## src/rtl/ifid_fetch_pipe_if.sv

```systemverilog
// Fetch-side bundle between the hazard/control unit, instruction memory and the
// IF/ID stage. The pipe takes the slave view.
interface ifid_fetch_pipe_if #(
    parameter int CNT_W = 16
);
    logic             PC_write;
    logic             IFID_write;
    logic             IFID_flush;
    logic             Branch2;
    logic [31:0]      BranchTarget;
    logic             Jump;
    logic [31:0]      JumpTarget;
    logic [31:0]      Instr_in;
    logic [31:0]      PC;
    logic [31:0]      IFID_Instr;
    logic [31:0]      IFID_PC4;
    logic             IFID_valid;
    logic [CNT_W-1:0] stall_cnt;
    logic [CNT_W-1:0] flush_cnt;

    modport master (
        output PC_write, IFID_write, IFID_flush, Branch2, BranchTarget,
               Jump, JumpTarget, Instr_in,
        input  PC, IFID_Instr, IFID_PC4, IFID_valid, stall_cnt, flush_cnt
    );

    modport slave (
        input  PC_write, IFID_write, IFID_flush, Branch2, BranchTarget,
               Jump, JumpTarget, Instr_in,
        output PC, IFID_Instr, IFID_PC4, IFID_valid, stall_cnt, flush_cnt
    );
endinterface

```

## src/rtl/ifid_fetch_pipe.sv

```systemverilog
// Program counter and IF/ID pipeline register with stall/flush/redirect control
// and saturating debug counters for stall and flush cycles.
module ifid_fetch_pipe #(
    parameter logic [31:0] RESET_PC  = 32'h0000_0000,
    parameter logic [31:0] NOP_INSTR = 32'h0000_0000,
    parameter int          CNT_W     = 16
) (
    input  logic                  clk,
    input  logic                  reset,
    ifid_fetch_pipe_if.slave      bus
);

    logic [31:0]      pc_r;
    logic [31:0]      pc4_s;
    logic [31:0]      next_pc_s;
    logic [31:0]      ifid_instr_r;
    logic [31:0]      ifid_instr_nxt_s;
    logic [31:0]      ifid_pc4_r;
    logic [31:0]      ifid_pc4_nxt_s;
    logic             ifid_valid_r;
    logic             ifid_valid_nxt_s;
    logic             stall_s;
    logic [CNT_W-1:0] stall_cnt_r;
    logic [CNT_W-1:0] stall_cnt_nxt_s;
    logic [CNT_W-1:0] flush_cnt_r;
    logic [CNT_W-1:0] flush_cnt_nxt_s;

    function automatic logic [CNT_W-1:0] sat_inc(input logic [CNT_W-1:0] v);
        if (&v) begin
            return v;
        end else begin
            return v + {{(CNT_W-1){1'b0}}, 1'b1};
        end
    endfunction

    assign pc4_s = pc_r + 32'd4;
    // A resolved branch is older than any stall cause, so it bypasses PC_write
    assign stall_s = !bus.PC_write && !bus.Branch2;

    // Next-PC selection: branch, then hold, then jump, then sequential
    always_comb begin
        next_pc_s = pc4_s;
        if (bus.Branch2) begin
            next_pc_s = bus.BranchTarget;
        end else if (!bus.PC_write) begin
            next_pc_s = pc_r;
        end else if (bus.Jump) begin
            next_pc_s = bus.JumpTarget;
        end else begin
            next_pc_s = pc4_s;
        end
    end

    // IF/ID next contents: flush beats write, otherwise hold
    always_comb begin
        ifid_instr_nxt_s = ifid_instr_r;
        ifid_pc4_nxt_s   = ifid_pc4_r;
        ifid_valid_nxt_s = ifid_valid_r;
        if (bus.IFID_flush) begin
            ifid_instr_nxt_s = NOP_INSTR;
            ifid_pc4_nxt_s   = 32'h0000_0000;
            ifid_valid_nxt_s = 1'b0;
        end else if (bus.IFID_write) begin
            ifid_instr_nxt_s = bus.Instr_in;
            ifid_pc4_nxt_s   = pc4_s;
            ifid_valid_nxt_s = 1'b1;
        end else begin
            ifid_instr_nxt_s = ifid_instr_r;
            ifid_pc4_nxt_s   = ifid_pc4_r;
            ifid_valid_nxt_s = ifid_valid_r;
        end
    end

    // Saturating event counter updates
    always_comb begin
        stall_cnt_nxt_s = stall_cnt_r;
        flush_cnt_nxt_s = flush_cnt_r;
        if (stall_s) begin
            stall_cnt_nxt_s = sat_inc(stall_cnt_r);
        end else begin
            stall_cnt_nxt_s = stall_cnt_r;
        end
        if (bus.IFID_flush) begin
            flush_cnt_nxt_s = sat_inc(flush_cnt_r);
        end else begin
            flush_cnt_nxt_s = flush_cnt_r;
        end
    end

    // State registers; reset also drops any redirect presented in the same cycle
    always_ff @(posedge clk or posedge reset) begin
        if (reset) begin
            pc_r         <= RESET_PC;
            ifid_instr_r <= NOP_INSTR;
            ifid_pc4_r   <= 32'h0000_0000;
            ifid_valid_r <= 1'b0;
            stall_cnt_r  <= {CNT_W{1'b0}};
            flush_cnt_r  <= {CNT_W{1'b0}};
        end else begin
            pc_r         <= next_pc_s;
            ifid_instr_r <= ifid_instr_nxt_s;
            ifid_pc4_r   <= ifid_pc4_nxt_s;
            ifid_valid_r <= ifid_valid_nxt_s;
            stall_cnt_r  <= stall_cnt_nxt_s;
            flush_cnt_r  <= flush_cnt_nxt_s;
        end
    end

    assign bus.PC         = pc_r;
    assign bus.IFID_Instr = ifid_instr_r;
    assign bus.IFID_PC4   = ifid_pc4_r;
    assign bus.IFID_valid = ifid_valid_r;
    assign bus.stall_cnt  = stall_cnt_r;
    assign bus.flush_cnt  = flush_cnt_r;

endmodule

```

## src/flat_wrapper.sv

```systemverilog
// flat-port wrapper written by rule: the top's interface ports become plain ports
module ifid_fetch_pipe_flat 
#(
    parameter logic [31:0] RESET_PC  = 32'h0000_0000,
    parameter logic [31:0] NOP_INSTR = 32'h0000_0000,
    parameter int          CNT_W     = 16
)
  (clk, reset, bus_PC_write, bus_IFID_write, bus_IFID_flush, bus_Branch2, bus_BranchTarget, bus_Jump, bus_JumpTarget, bus_Instr_in, bus_PC, bus_IFID_Instr, bus_IFID_PC4, bus_IFID_valid, bus_stall_cnt, bus_flush_cnt);
  ifid_fetch_pipe_if #(.CNT_W(CNT_W)) bus_i ();
  input  logic clk;
  input  logic reset;
  input wire logic [$bits(bus_i.PC_write)-1:0] bus_PC_write;
  input wire logic [$bits(bus_i.IFID_write)-1:0] bus_IFID_write;
  input wire logic [$bits(bus_i.IFID_flush)-1:0] bus_IFID_flush;
  input wire logic [$bits(bus_i.Branch2)-1:0] bus_Branch2;
  input wire logic [$bits(bus_i.BranchTarget)-1:0] bus_BranchTarget;
  input wire logic [$bits(bus_i.Jump)-1:0] bus_Jump;
  input wire logic [$bits(bus_i.JumpTarget)-1:0] bus_JumpTarget;
  input wire logic [$bits(bus_i.Instr_in)-1:0] bus_Instr_in;
  output wire logic [$bits(bus_i.PC)-1:0] bus_PC;
  output wire logic [$bits(bus_i.IFID_Instr)-1:0] bus_IFID_Instr;
  output wire logic [$bits(bus_i.IFID_PC4)-1:0] bus_IFID_PC4;
  output wire logic [$bits(bus_i.IFID_valid)-1:0] bus_IFID_valid;
  output wire logic [$bits(bus_i.stall_cnt)-1:0] bus_stall_cnt;
  output wire logic [$bits(bus_i.flush_cnt)-1:0] bus_flush_cnt;
  assign bus_i.PC_write = bus_PC_write;
  assign bus_i.IFID_write = bus_IFID_write;
  assign bus_i.IFID_flush = bus_IFID_flush;
  assign bus_i.Branch2 = bus_Branch2;
  assign bus_i.BranchTarget = bus_BranchTarget;
  assign bus_i.Jump = bus_Jump;
  assign bus_i.JumpTarget = bus_JumpTarget;
  assign bus_i.Instr_in = bus_Instr_in;
  assign bus_PC = bus_i.PC;
  assign bus_IFID_Instr = bus_i.IFID_Instr;
  assign bus_IFID_PC4 = bus_i.IFID_PC4;
  assign bus_IFID_valid = bus_i.IFID_valid;
  assign bus_stall_cnt = bus_i.stall_cnt;
  assign bus_flush_cnt = bus_i.flush_cnt;
  ifid_fetch_pipe #(.RESET_PC(RESET_PC), .NOP_INSTR(NOP_INSTR), .CNT_W(CNT_W)) u_core (.clk(clk), .reset(reset), .bus(bus_i));
endmodule
```

## config.mk

```make
export PLATFORM = sky130hd
export DESIGN_NAME = ifid_fetch_pipe_flat
export DESIGN_NICKNAME = d
export VERILOG_FILES = /design/src/rtl/ifid_fetch_pipe_if.sv /design/src/rtl/ifid_fetch_pipe.sv /design/src/flat_wrapper.sv
export SDC_FILE = /design/constraint.sdc
export NUM_CORES = 1
export LEC_CHECK = 0
export CORE_ASPECT_RATIO = 1.1
export CORE_MARGIN = 2
export CORE_UTILIZATION = 35
export CTS_CLUSTER_SIZE = 28
export DETAILED_ROUTE_END_ITERATION = 10
export GPL_ROUTABILITY_DRIVEN = 0
export SLEW_MARGIN = 20
export SYNTH_ARGS = -nofsm -noshare
export SYNTH_HDL_FRONTEND = slang
export SYNTH_SLANG_ARGS = --single-unit
export TNS_END_PERCENT = 30
```

## constraint.sdc

```tcl
create_clock -name clk -period 4.2 [get_ports clk]
set_input_delay 0.42 -clock clk [delete_from_list [all_inputs] [get_ports clk]]
set_output_delay 0.42 -clock clk [all_outputs]
set_load 0.01 [all_outputs]
```

Word level (Yosys, flattened, before mapping)
Index checks and enable logic that the tools add are counted.
- add/subtract/negate cells: 3
- mux-type cells: 9
- bitwise operators: 2
- reductions and logical operators: 9
- operators with widths (operator ; count):
    32-bit 2-to-1 mux ; 7
    16-bit by 1-bit adder with 16-bit output (second input constant) ; 2
    32-bit by 3-bit adder with 32-bit output (second input constant) ; 1
    16-bit AND reduction ; 2
    2-bit AND reduction ; 2
    2-bit nonzero test ; 2
    1-bit zero test ; 2
    1-bit 2-to-1 mux ; 2
    1-bit inverter ; 2
    1-bit logical AND ; 1
- register bits after elaboration: 129
- word-level logic and storage cells: 29

Logic depth before layout (Yosys ltp)
- depth in word-level cells: 4
- gate-level depth with buffers: 8

Worst setup path before layout
Ideal clock, no wire load.
- path type: reg2reg
- from: register u_core.pc_r[4] (netlist: u_core.bus.PC[4])
- to: register u_core.pc_r[21] (netlist: u_core.bus.PC[21])
- data arrival time: 1.889 ns
- slack: 2.175 ns
- stages on the path, launching flop included: 8
- buffers on the path: 3
- cell sequence: dfrtp_1 buf_2 nand3_2 or3_1 buf_2 buf_4 o211ai_1 or3b_2
- word-level cells in the longest chain between the ends: 4
- RTL lines (item ; line ; source):
    from (decl) ; ifid_fetch_pipe.sv:13 ; logic [31:0] pc_r;
    from (signal assigned) ; ifid_fetch_pipe.sv:100 ; pc_r <= next_pc_s;
    32-bit by 3-bit adder with 32-bit output ; ifid_fetch_pipe.sv:36 ; assign pc4_s = pc_r + 32'd4;
    32-bit 2-to-1 mux ; ifid_fetch_pipe.sv:47 ; end else if (bus.Jump) begin
    32-bit 2-to-1 mux ; ifid_fetch_pipe.sv:45 ; end else if (!bus.PC_write) begin
    32-bit 2-to-1 mux ; ifid_fetch_pipe.sv:43 ; if (bus.Branch2) begin
Every way passes these cells. The select of a mux whose other input is x is not followed.
A chain may end at the register's enable or synchronous reset.

Worst setup path after layout
- from: register u_core.pc_r[2] (netlist: u_core.bus.PC[2])
- to: register u_core.ifid_pc4_r[31] (netlist: u_core.bus.IFID_PC4[31])
- word-level cells in the longest chain between the ends: 3
- RTL lines (item ; line ; source):
    32-bit by 3-bit adder with 32-bit output ; ifid_fetch_pipe.sv:36 ;
    32-bit 2-to-1 mux ; ifid_fetch_pipe.sv:63 ; end else if (bus.IFID_write) begin
    32-bit 2-to-1 mux ; ifid_fetch_pipe.sv:59 ; if (bus.IFID_flush) begin
    to (signal assigned) ; ifid_fetch_pipe.sv:102 ; ifid_pc4_r <= ifid_pc4_nxt_s;
    to (decl) ; ifid_fetch_pipe.sv:18 ; logic [31:0] ifid_pc4_r;
Every way passes these cells. The select of a mux whose other input is x is not followed.

==> run summary <==
Worst-skew pair later-pin latency - 420 ps
Post-route setup TNS - 0 ps
Synth top area share - 47.4%
Clk pin slew, worst setup/hold paths - 60 ps
Crit. End Element - flip-flop
Initial antenna violation count - 0
EDFF count, synth - 0
Port Buffers - 231
CTS tree - yes
Power per Cell Area - 391 nW/um2
Total GRT Usage - 20.8%
Post-Syn Instances - 710
I/O Pins - 232
Final-stage net count - 1020
Count of cell types in the netlist - 51
Hold Vio Cnt, Final - 0
Post-CTS Setup Inserts - 0
Setup WS post-layout - 1790 ps
Fillers - 1859
Hold Path Class - reg2reg
DRC viols - 0
Mean Syn Cell Area - 9.59 um2
Synth Net Count - 816
Largest net degree at the start of global routing - 96
P&R area growth vs syn - 44.6%
Routed len/inst - 18.2 um
Relative slew margins - 31.4%
Num rows - 53
Final setup fails - 0
Crit-path cells - nand2_1 > or3_1 > or4_1 > a311oi_1
Via Count - 6233
Register cell area after layout - 3230 um2
CTS max path bufs - 2
Initial Utilization - 35.6%
Crit Path Class - reg2reg
Max frequency - 414 MHz
Final period util - 57.4%
Area taken by multi-input logic gates - 3310 um2
WP data required - 4520 ps
Main synth FF type - dfrtp_1
Core footprint - 19100 um2
# H-tree levels - 4
Worst path arrival time - 2730 ps
Max cap viols - 0
Inserted Clock Buffers - 17
Placement Setup Slack - 1670 ps
Vias per cell - 5.31
Die footprint - 20600 um2
DRT iter0 DRCs - 304
Post-CTS Resized - 0
GRT Residual Overflow - 0
Synth async-reset ratio - 100%
P_leak - 0.00395 uW
Crit-path max FO - 28
Tmin final - 2410 ps
Die width - 137 um
Post-route ant nets - 0
Num Clock Sinks - 129
N_diodes - 0
RSZ-0062 raised after global routing - false
Dominant cells by area after synthesis - dfrtp_1 47%, mux2i_1 5.9%, nor2_1 4.6%
Cell Count Post-Placement - 1142
Die H - 150 um
Fin. max-slew vios - 0
First-pass GRT wire length - 32900 um
Dpl hpwl - 15000 um
Hold_ws - 492 ps
Layout Cells excl Fill - 1174
Seq cells post-synth - 129
Area leader, netlist - dfrtp_1
Root buffer cell - clkbuf_16
Worst setup SP type - flip-flop
Final clock skew - 5.97 ps
Slowest CP cell - or3_1
Outcome - finished clean
Vias in the first global route - 5884
Drt pass-1 iters - 5
Measured slew at the worst slew-check pin - 1020 ps
Maximum VDD drop - 0.000282 V
Total of warnings raised by yosys - 0
Max incr delay on CP - 760 ps
Post-Syn Area - 6810 um2
Wirelength, routed - 21400 um
Hold-fix buffers, CTS - 0
Share of layout cells above drive strength 1 - 6.47%
Sequential-to-total area share from yosys stat - 47.4%
-- worst max-delay path: cells and delay by family (launching register included) --
family | cells | cell delay (ps)
flops | 1 | 500
compound gates | 1 | 270
simple gates | 3 | 1550
-- final cells by class --
class | instances | share of cell area (%)
repair buffers | 240 | 24.0
flip-flops and latches | 129 | 32.8
inverters | 9 | 0.394
well taps | 247 | 3.14
clock inverters | 15 | 1.65
multi-input cells | 517 | 33.7
clock buffers | 17 | 4.32
-- routing by layer --
metal | track usage [%] | routed length, um | up-vias
li1 | - | - | 3045
met1 | 28.2 | 9890 | 2947
met2 | 31.7 | 9620 | 217
met3 | 5.59 | 1500 | 24
met4 | 7.47 | 408 | 0
met5 | 0 | 0 | -
-- cell usage in the layout, fill, tap and decap left out, drive strengths merged, types with 9 or more instances in the layout --
| cell | synthesis | layout |
|---|---|---|
| dfrtp | 129 | 129 |
| buf | 13 | 13 |
| clkbuf | 42 | 17 |
| a21oi | 33 | 33 |
| o221ai | 11 | 11 |
| nor2 | 84 | 84 |
| xor2 | 10 | 10 |
| and4 | 9 | 9 |
| or4 | 20 | 20 |
| a211oi | 14 | 14 |
| o21ai | 16 | 16 |
| nor3 | 10 | 10 |
| nand2b | 16 | 16 |
| nand3 | 50 | 50 |
| nand4 | 24 | 24 |
| xnor2 | 27 | 27 |
| inv | 9 | 11 |
| nand2 | 33 | 33 |
| mux2i | 40 | 40 |
| a31oi | 13 | 13 |
| and3 | 9 | 9 |
| nor2b | 11 | 11 |
| o211ai | 15 | 15 |
| clkdlybuf4s50 | 0 | 227 |
| a311oi | 14 | 14 |
-- registers in the layout (all words and copies together), names as in the netlist --
signal	cells
u_core.bus.IFID_Instr	32
u_core.bus.IFID_valid	1
u_core.bus.flush_cnt	16
u_core.bus.IFID_PC4	32
u_core.bus.stall_cnt	16
u_core.bus.PC	32
-- cell families (layout without fill, tap and decap cells) --
logic type      count (synthesis)  in the layout  share of synthesized area, %
compound gates                134            134                          13.3
xor+xnor                       37             37                          4.76
fa+ha+maj                       3              3                         0.552
buf+inv                        64            281                          3.97
flops                         129            129                          47.4
mux                            43             43                          6.38
simple gates                  300            300                          23.6
-- path summary, 6_finish.rpt --
check,startpoint,end,slack [ps],cells after the start
setup / recovery,u_core.bus.PC[2],u_core.bus.IFID_PC4[31],1790,4
hold / removal,u_core.bus.stall_cnt[10],u_core.bus.stall_cnt[10],490,1
setup reg to reg,u_core.bus.PC[2],u_core.bus.IFID_PC4[31],1790,4
hold reg to reg,u_core.bus.stall_cnt[10],u_core.bus.stall_cnt[10],490,1
max in group asynchronous,reset,u_core.bus.IFID_PC4[24],2820,3
min in group asynchronous,reset,u_core.bus.IFID_Instr[15],590,2
-- synth_stat cells, drive strengths merged, types with 2 or more instances --
library cell,n
inv,9
dfrtp,129
o31ai,8
clkbuf,42
buf,13
mux2i,40
o311ai,5
nand3b,2
a31oi,13
or3,8
nand4,24
xnor2,27
nand2,33
and2,7
or3b,2
o21ai,16
nor3,10
a21oi,33
o2111ai,2
or4,20
o221ai,11
a311oi,14
nor4,6
and3,9
and4,9
nand3,50
o211ai,15
nand2b,16
nor2,84
xor2,10
nor4b,2
nor2b,11
o21a,2
mux2,3
or4b,2
nor3b,2
ha,3
a211oi,14
-- power breakdown --
| part | total (uW) | internal (uW) | switching, uW |
|---|---|---|---|
| Sequential | 1550 | 1380 | 171 |
| Combinational | 829 | 458 | 371 |
| Clock | 1470 | 879 | 593 |
| Total | 3850 | 2710 | 1140 |
-- stage by stage --
| step | power [uW] | area (um2) | utilization [%] |
|---|---|---|---|
| 3_5_place_dp | 2400 | 9250 | 48.4 |
| 3_3_place_gp | 2390 | 9250 | 48.4 |
| 5_1_grt | 4040 | 9840 | 51.5 |
| 2_1_floorplan | 1910 | 6810 | - |
| 6_report | 3850 | 9840 | 51.5 |
| 4_1_cts | 3890 | 9840 | 51.5 |
No activity file was read; power rests on OpenSTA's default activity.
